## src/rtl/atm_pin_entry_if.sv

```systemverilog
// ATM PIN-entry bundle: card/keypad inputs and verdict outputs.
// master drives card and keypad, slave is the PIN-entry stage.
interface atm_pin_entry_if;
  logic        card_valid;
  logic [7:0]  cardno;
  logic [15:0] stored_pin;
  logic        key_valid;
  logic [3:0]  key_digit;
  logic        key_clear;
  logic        busy;
  logic [2:0]  digit_count;
  logic [1:0]  tries_left;
  logic        pin_ok;
  logic        pin_bad;
  logic        timeout;
  logic        card_locked;

  modport master (
    output card_valid, cardno, stored_pin,
    output key_valid, key_digit, key_clear,
    input  busy, digit_count, tries_left,
    input  pin_ok, pin_bad, timeout, card_locked
  );

  modport slave (
    input  card_valid, cardno, stored_pin,
    input  key_valid, key_digit, key_clear,
    output busy, digit_count, tries_left,
    output pin_ok, pin_bad, timeout, card_locked
  );
endinterface

```

## src/rtl/atm_pin_entry.sv

```systemverilog
// Keypad PIN collection and check with retry limit,
// inactivity timeout and card lock.
module atm_pin_entry #(
  parameter int MAX_TRIES      = 3,
  parameter int TIMEOUT_CYCLES = 16
) (
  input  logic clk,
  input  logic rst,
  atm_pin_entry_if.slave bus
);

  localparam int TW = $clog2(TIMEOUT_CYCLES);

  typedef enum logic [2:0] {
    S_IDLE,
    S_ENTRY,
    S_CHECK,
    S_DONE,
    S_LOCKED
  } state_e;

  state_e state_q, state_d;
  logic [15:0] entry_q, entry_d;
  logic [15:0] pin_q, pin_d;
  logic [2:0]  cnt_q, cnt_d;
  logic [1:0]  tries_q, tries_d;
  logic [TW-1:0] timer_q, timer_d;
  logic busy_q, busy_d;
  logic ok_q, ok_d;
  logic bad_q, bad_d;
  logic to_q, to_d;
  logic lock_q, lock_d;

  always_ff @(posedge clk or posedge rst) begin
    if (rst) begin
      state_q <= S_IDLE;
      entry_q <= '0;
      pin_q   <= '0;
      cnt_q   <= '0;
      tries_q <= '0;
      timer_q <= '0;
      busy_q  <= 1'b0;
      ok_q    <= 1'b0;
      bad_q   <= 1'b0;
      to_q    <= 1'b0;
      lock_q  <= 1'b0;
    end else begin
      state_q <= state_d;
      entry_q <= entry_d;
      pin_q   <= pin_d;
      cnt_q   <= cnt_d;
      tries_q <= tries_d;
      timer_q <= timer_d;
      busy_q  <= busy_d;
      ok_q    <= ok_d;
      bad_q   <= bad_d;
      to_q    <= to_d;
      lock_q  <= lock_d;
    end
  end

  always_comb begin
    state_d = state_q;
    entry_d = entry_q;
    pin_d   = pin_q;
    cnt_d   = cnt_q;
    tries_d = tries_q;
    timer_d = timer_q;
    ok_d    = 1'b0;
    bad_d   = 1'b0;
    to_d    = 1'b0;
    lock_d  = lock_q;
    unique case (state_q)
      S_IDLE: begin
        if (bus.card_valid && bus.cardno != 8'd0) begin
          state_d = S_ENTRY;
          pin_d   = bus.stored_pin;
          tries_d = 2'(MAX_TRIES);
          entry_d = '0;
          cnt_d   = '0;
          timer_d = '0;
        end
      end
      S_ENTRY: begin
        if (!bus.card_valid) begin
          state_d = S_IDLE;
          entry_d = '0;
          cnt_d   = '0;
          timer_d = '0;
        end else if (bus.key_clear) begin
          entry_d = '0;
          cnt_d   = '0;
          timer_d = '0;
        end else if (bus.key_valid && bus.key_digit <= 4'd9) begin
          entry_d = {entry_q[11:0], bus.key_digit};
          cnt_d   = cnt_q + 3'd1;
          timer_d = '0;
          if (cnt_q == 3'd3) state_d = S_CHECK;
        end else if (timer_q == TW'(TIMEOUT_CYCLES - 1)) begin
          // silent cycles, including rejected non-BCD keys, run out
          to_d    = 1'b1;
          state_d = S_IDLE;
          entry_d = '0;
          cnt_d   = '0;
          timer_d = '0;
        end else begin
          timer_d = timer_q + TW'(1);
        end
      end
      S_CHECK: begin
        if (!bus.card_valid) begin
          state_d = S_IDLE;
          entry_d = '0;
          cnt_d   = '0;
          timer_d = '0;
        end else if (entry_q == pin_q) begin
          state_d = S_DONE;
          ok_d    = 1'b1;
        end else if (tries_q > 2'd1) begin
          state_d = S_ENTRY;
          tries_d = tries_q - 2'd1;
          bad_d   = 1'b1;
          entry_d = '0;
          cnt_d   = '0;
          timer_d = '0;
        end else begin
          state_d = S_LOCKED;
          tries_d = '0;
          bad_d   = 1'b1;
          lock_d  = 1'b1;
        end
      end
      S_DONE: begin
        if (!bus.card_valid) state_d = S_IDLE;
      end
      S_LOCKED: begin
        lock_d = 1'b1;
      end
      default: begin
        state_d = S_IDLE;
      end
    endcase
    busy_d = (state_d == S_ENTRY) || (state_d == S_CHECK);
  end

  assign bus.busy        = busy_q;
  assign bus.digit_count = cnt_q;
  assign bus.tries_left  = tries_q;
  assign bus.pin_ok      = ok_q;
  assign bus.pin_bad     = bad_q;
  assign bus.timeout     = to_q;
  assign bus.card_locked = lock_q;

endmodule

```

## src/flat_wrapper.sv

```systemverilog
// flat-port wrapper written by rule: the top's interface ports become plain ports
module atm_pin_entry_flat 
#(
  parameter int MAX_TRIES      = 3,
  parameter int TIMEOUT_CYCLES = 16
)
  (clk, rst, bus_card_valid, bus_cardno, bus_stored_pin, bus_key_valid, bus_key_digit, bus_key_clear, bus_busy, bus_digit_count, bus_tries_left, bus_pin_ok, bus_pin_bad, bus_timeout, bus_card_locked);
  atm_pin_entry_if bus_i ();
  input  logic clk;
  input  logic rst;
  input wire logic [$bits(bus_i.card_valid)-1:0] bus_card_valid;
  input wire logic [$bits(bus_i.cardno)-1:0] bus_cardno;
  input wire logic [$bits(bus_i.stored_pin)-1:0] bus_stored_pin;
  input wire logic [$bits(bus_i.key_valid)-1:0] bus_key_valid;
  input wire logic [$bits(bus_i.key_digit)-1:0] bus_key_digit;
  input wire logic [$bits(bus_i.key_clear)-1:0] bus_key_clear;
  output wire logic [$bits(bus_i.busy)-1:0] bus_busy;
  output wire logic [$bits(bus_i.digit_count)-1:0] bus_digit_count;
  output wire logic [$bits(bus_i.tries_left)-1:0] bus_tries_left;
  output wire logic [$bits(bus_i.pin_ok)-1:0] bus_pin_ok;
  output wire logic [$bits(bus_i.pin_bad)-1:0] bus_pin_bad;
  output wire logic [$bits(bus_i.timeout)-1:0] bus_timeout;
  output wire logic [$bits(bus_i.card_locked)-1:0] bus_card_locked;
  assign bus_i.card_valid = bus_card_valid;
  assign bus_i.cardno = bus_cardno;
  assign bus_i.stored_pin = bus_stored_pin;
  assign bus_i.key_valid = bus_key_valid;
  assign bus_i.key_digit = bus_key_digit;
  assign bus_i.key_clear = bus_key_clear;
  assign bus_busy = bus_i.busy;
  assign bus_digit_count = bus_i.digit_count;
  assign bus_tries_left = bus_i.tries_left;
  assign bus_pin_ok = bus_i.pin_ok;
  assign bus_pin_bad = bus_i.pin_bad;
  assign bus_timeout = bus_i.timeout;
  assign bus_card_locked = bus_i.card_locked;
  atm_pin_entry #(.MAX_TRIES(MAX_TRIES), .TIMEOUT_CYCLES(TIMEOUT_CYCLES)) u_core (.clk(clk), .rst(rst), .bus(bus_i));
endmodule
```

## config.mk

```make
export PLATFORM = sky130hd
export DESIGN_NAME = atm_pin_entry_flat
export DESIGN_NICKNAME = d
export VERILOG_FILES = /design/src/rtl/atm_pin_entry_if.sv /design/src/rtl/atm_pin_entry.sv /design/src/flat_wrapper.sv
export SDC_FILE = /design/constraint.sdc
export NUM_CORES = 1
export LEC_CHECK = 0
export BUFFER_PORTS_ARGS = -buffer_cell sky130_fd_sc_hd__buf_2
export CAP_MARGIN = 25
export CORE_MARGIN = 3
export CORE_UTILIZATION = 59
export CTS_CLUSTER_SIZE = 10
export DETAILED_ROUTE_END_ITERATION = 8
export GPL_TIMING_DRIVEN = 0
export PLACE_DENSITY = 0.88
export SKIP_LAST_GASP = 1
export SYNTH_ARGS = -nofsm -noshare
export SYNTH_HDL_FRONTEND = slang
export SYNTH_SLANG_ARGS = --single-unit
```

## constraint.sdc

```tcl
create_clock -name clk -period 4.3 [get_ports clk]
set_input_delay 0.86 -clock clk [delete_from_list [all_inputs] [get_ports clk]]
set_output_delay 0.86 -clock clk [all_outputs]
set_load 0.02 [all_outputs]
```

==> impl_metrics.tcl <==
set metrics [dict create \
    diodes 0 \
    worst_slew_pin_slew_ns 0.514 \
    drtIter0Drc 124 \
    portBuffers 42 \
    vias_per_cell 5.64 \
    wl_met3_um 268 \
    powerDensity_mw_per_mm2 294 \
    num_rows 22 \
    cts_buffers 5 \
    wl_per_cell_um 15.4 \
    synthAdderAreaFrac_pct 1.61 \
    netlist.area_leader.share_pct 52.5 \
    cts_tree "yes" \
    r2r_start "u_core.state_q[2]$_DFF_PP0_" \
    synth_top_family_by_area "compound AO/OA/AOI/OAI gates" \
    skew_ns 0.00862 \
    synthDistinctLibCells 36 \
    setup_violations 0 \
    coreArea_mm2 0.00374 \
    die_x_um 68.9 \
    slew_headroom_pct 65.5 \
    gp_congestion 0.867 \
    yosysMostFrequentCell "dfrtp_1" \
    worst_path_most_repeated_cell "buf_2" \
    ir_drop_mv 0.241 \
    grt_pass1_wl_um 7690 \
    synth_warnings 0 \
    r2r_slack_ns 2.28 \
    instances_no_fill 306 \
    crit_type "input port to flip-flop" \
    ys_seq_area_share_pct 52.5 \
    ant_nets 0 \
    h-tree-depth 2 \
    cp-end-kind "flip-flop" \
    cts.repair.resized 0 \
    synth.avg_cell_area_um2 11.3 \
    ys.flop_type "dfrtp_1" \
    grt_pass1_vias 1620 \
    hold_path_class "input port to asynchronous set/reset pin" \
    setup_tns_ns 0 \
    crit_arrival_ns 2.50 \
    rr_worst_depth 6 \
    synth_common_cells "dfrtp_1, inv_1, mux2_2, o21ai_0, xnor2_1" \
    grt_usage_pct 22.3 \
    wl_met2_um 2350 \
    die_y_um 68.9 \
    drc 0 \
    netlist_area_mm2 0.00233 \
    p_leak_nw 1.33 \
    crit_start "bus_card_valid" \
    synth_xor_area_share_pct 6.00 \
    rsz0062_at_grt "no" \
    grt_antenna_before_repair 0 \
    initial_core_util_pct 62.4 \
    cp.required_ns 4.52 \
    dp_hpwl_um 3450 \
    num_vias 1727 \
    min_period_ns 2.28 \
    ioPinCount 43 \
    finalMaxSlewViolations 0 \
    synth_largest_area_cell "dfrtp_1" \
    clk_pin_slew_ns 0.09 \
    start_kind "input port" \
    synth-simple-area-share_pct 9.91 \
    clock.fmax_mhz 439 \
    cp_slowest_stage_delay_ns 0.40 \
    syn_inst 207 \
    cts_hold_buf 0 \
    n_fill_cell 274 \
    synth.area.top_cells "dfrtp_1, mux2_2, xnor2_1" \
    cp_slowest_cell "nor3_4" \
    highest_layer "met4" \
    overflow 0 \
    syn_nets 243 \
    cp_max_fo 10 \
    drive_gt1_share_pct 34.1 \
    clkLatencyLatePin_ns 0.30 \
    utilization_pct 72.5 \
    synth_edf_count 0 \
    synth-compound-area-share_pct 16.5 \
    r2r-end "u_core.entry_q[4]$_DFFE_PP0P_" \
    cp.buffers_inverters 3 \
    synth_mux_area_share_pct 8.15 \
    clock_sink_count 49 \
    async_reset_ff_share_pct 100 \
    cp_top_family "simple AND/OR/NAND/NOR gates" \
    ys_ff_latch 49 \
    cap_violations 0 \
    holdWs_ns 0.461 \
    routed_wl_um 4730 \
    area_growth_pct 16.2 \
    place_inst 298 \
    crit_chain "buf_2 -> nor2b_2 -> nand3_1 -> nor3_4 -> inv_1 -> buf_2 -> o22ai_2" \
    fin_crit_sh_pct 53.0 \
    clk_path_buf_depth 2 \
    grt_max_degree 42 \
    design.die.area_mm2 0.00475 \
    post_cts_buffers 0 \
    cts_root_buffer "clkbuf_8" \
    fin_nets 293 \
    m1WireLength_um 2080 \
    hold_violations 0 \
    drt_pass1_iterations 4 \
    outcome "finished clean" \
]
[cell usage in the layout (no fill, tap or decap), types with 2 or more instances in the layout]
master / netlist / final
a21oi_1: 8 / 8
and3_1: 2 / 2
buf_2: 4 / 46
clkbuf_8: 0 / 5
clkinvlp_4: 0 / 2
dfrtp_1: 49 / 49
ha_1: 3 / 3
inv_1: 25 / 24
mux2_2: 16 / 16
nand2_1: 14 / 14
nand2b_1: 2 / 2
nand3_1: 3 / 3
nand4_1: 4 / 4
nor2_1: 10 / 10
nor4_1: 2 / 2
o21ai_0: 16 / 16
o22ai_1: 4 / 4
o22ai_2: 10 / 10
xnor2_1: 16 / 16
[worst max-delay path by stage]
stage	end	cells past startpoint
2_1_floorplan	u_core.pin_q[10]$_DFFE_PP0P_	6
3_3_place_gp	u_core.bus.digit_count[1]$_DFFE_PP0P_	2
3_5_place_dp	u_core.entry_q[6]$_DFFE_PP0P_	7
4_1_cts	u_core.entry_q[6]$_DFFE_PP0P_	7
5_1_grt	u_core.bus.digit_count[0]$_DFFE_PP0P_	7
6_report	u_core.entry_q[4]$_DFFE_PP0P_	7
[report_power, final]
group,internal [W],switching [W],total (W)
combinational,0.0000257,0.0000318,0.0000575
sequential,0.000470,0.00000728,0.000477
clock,0.000115,0.000148,0.000263
total,0.000611,0.000187,0.000798
[kinds of logic after synthesis]
family                   after synthesis
adder cells (fa/ha/maj)                3
XOR/XNOR                              16
multiplexers                          17
AO/OA/AOI/OAI                         49
AND/OR/NAND/NOR                       43
flip-flops                            49
buffers and inverters                 30
[state kept, by name, indices dropped and copies added (netlist names), 2 cells and up]
register                flops
u_core.bus.digit_count      3
u_core.timer_q              4
u_core.state_q              3
u_core.pin_q               16
u_core.entry_q             16
u_core.bus.tries_left       2
[layout make-up]
class                      count  area [um2]  share of cell area (%)
clock buffer                   6        72.6                    2.68
clock inverter                 2        15.0                   0.554
sequential                    49        1230                    45.2
tap                           48        60.1                    2.21
inverter                      25        93.8                    3.46
multi-input combinational    128         983                    36.3
buffer                         5        31.3                    1.15
timing repair buffer          43         230                    8.49
[stage by stage]
| stage | setup slack, ns | cell area, um2 | total power [W] |
|---|---|---|---|
| after floorplan | 2.18 | 2330 | 0.000517 |
| after global placement | 1.67 | 2610 | 0.000539 |
| after detailed placement | 1.76 | 2630 | 0.000544 |
| after CTS | 2.05 | 2710 | 0.000805 |
| after global routing | 1.89 | 2710 | 0.000829 |
| final | 2.02 | 2710 | 0.000798 |
[routing by layer]
layer / global-route usage, % / vias to the layer above
li1: - / 815
met1: 30.6 / 852
met3: 4.86 / 4
met2: 36.7 / 56
met4: 4.38 / 0
met5: 0 / -
Note: power is estimated with default switching activity, not from simulation.
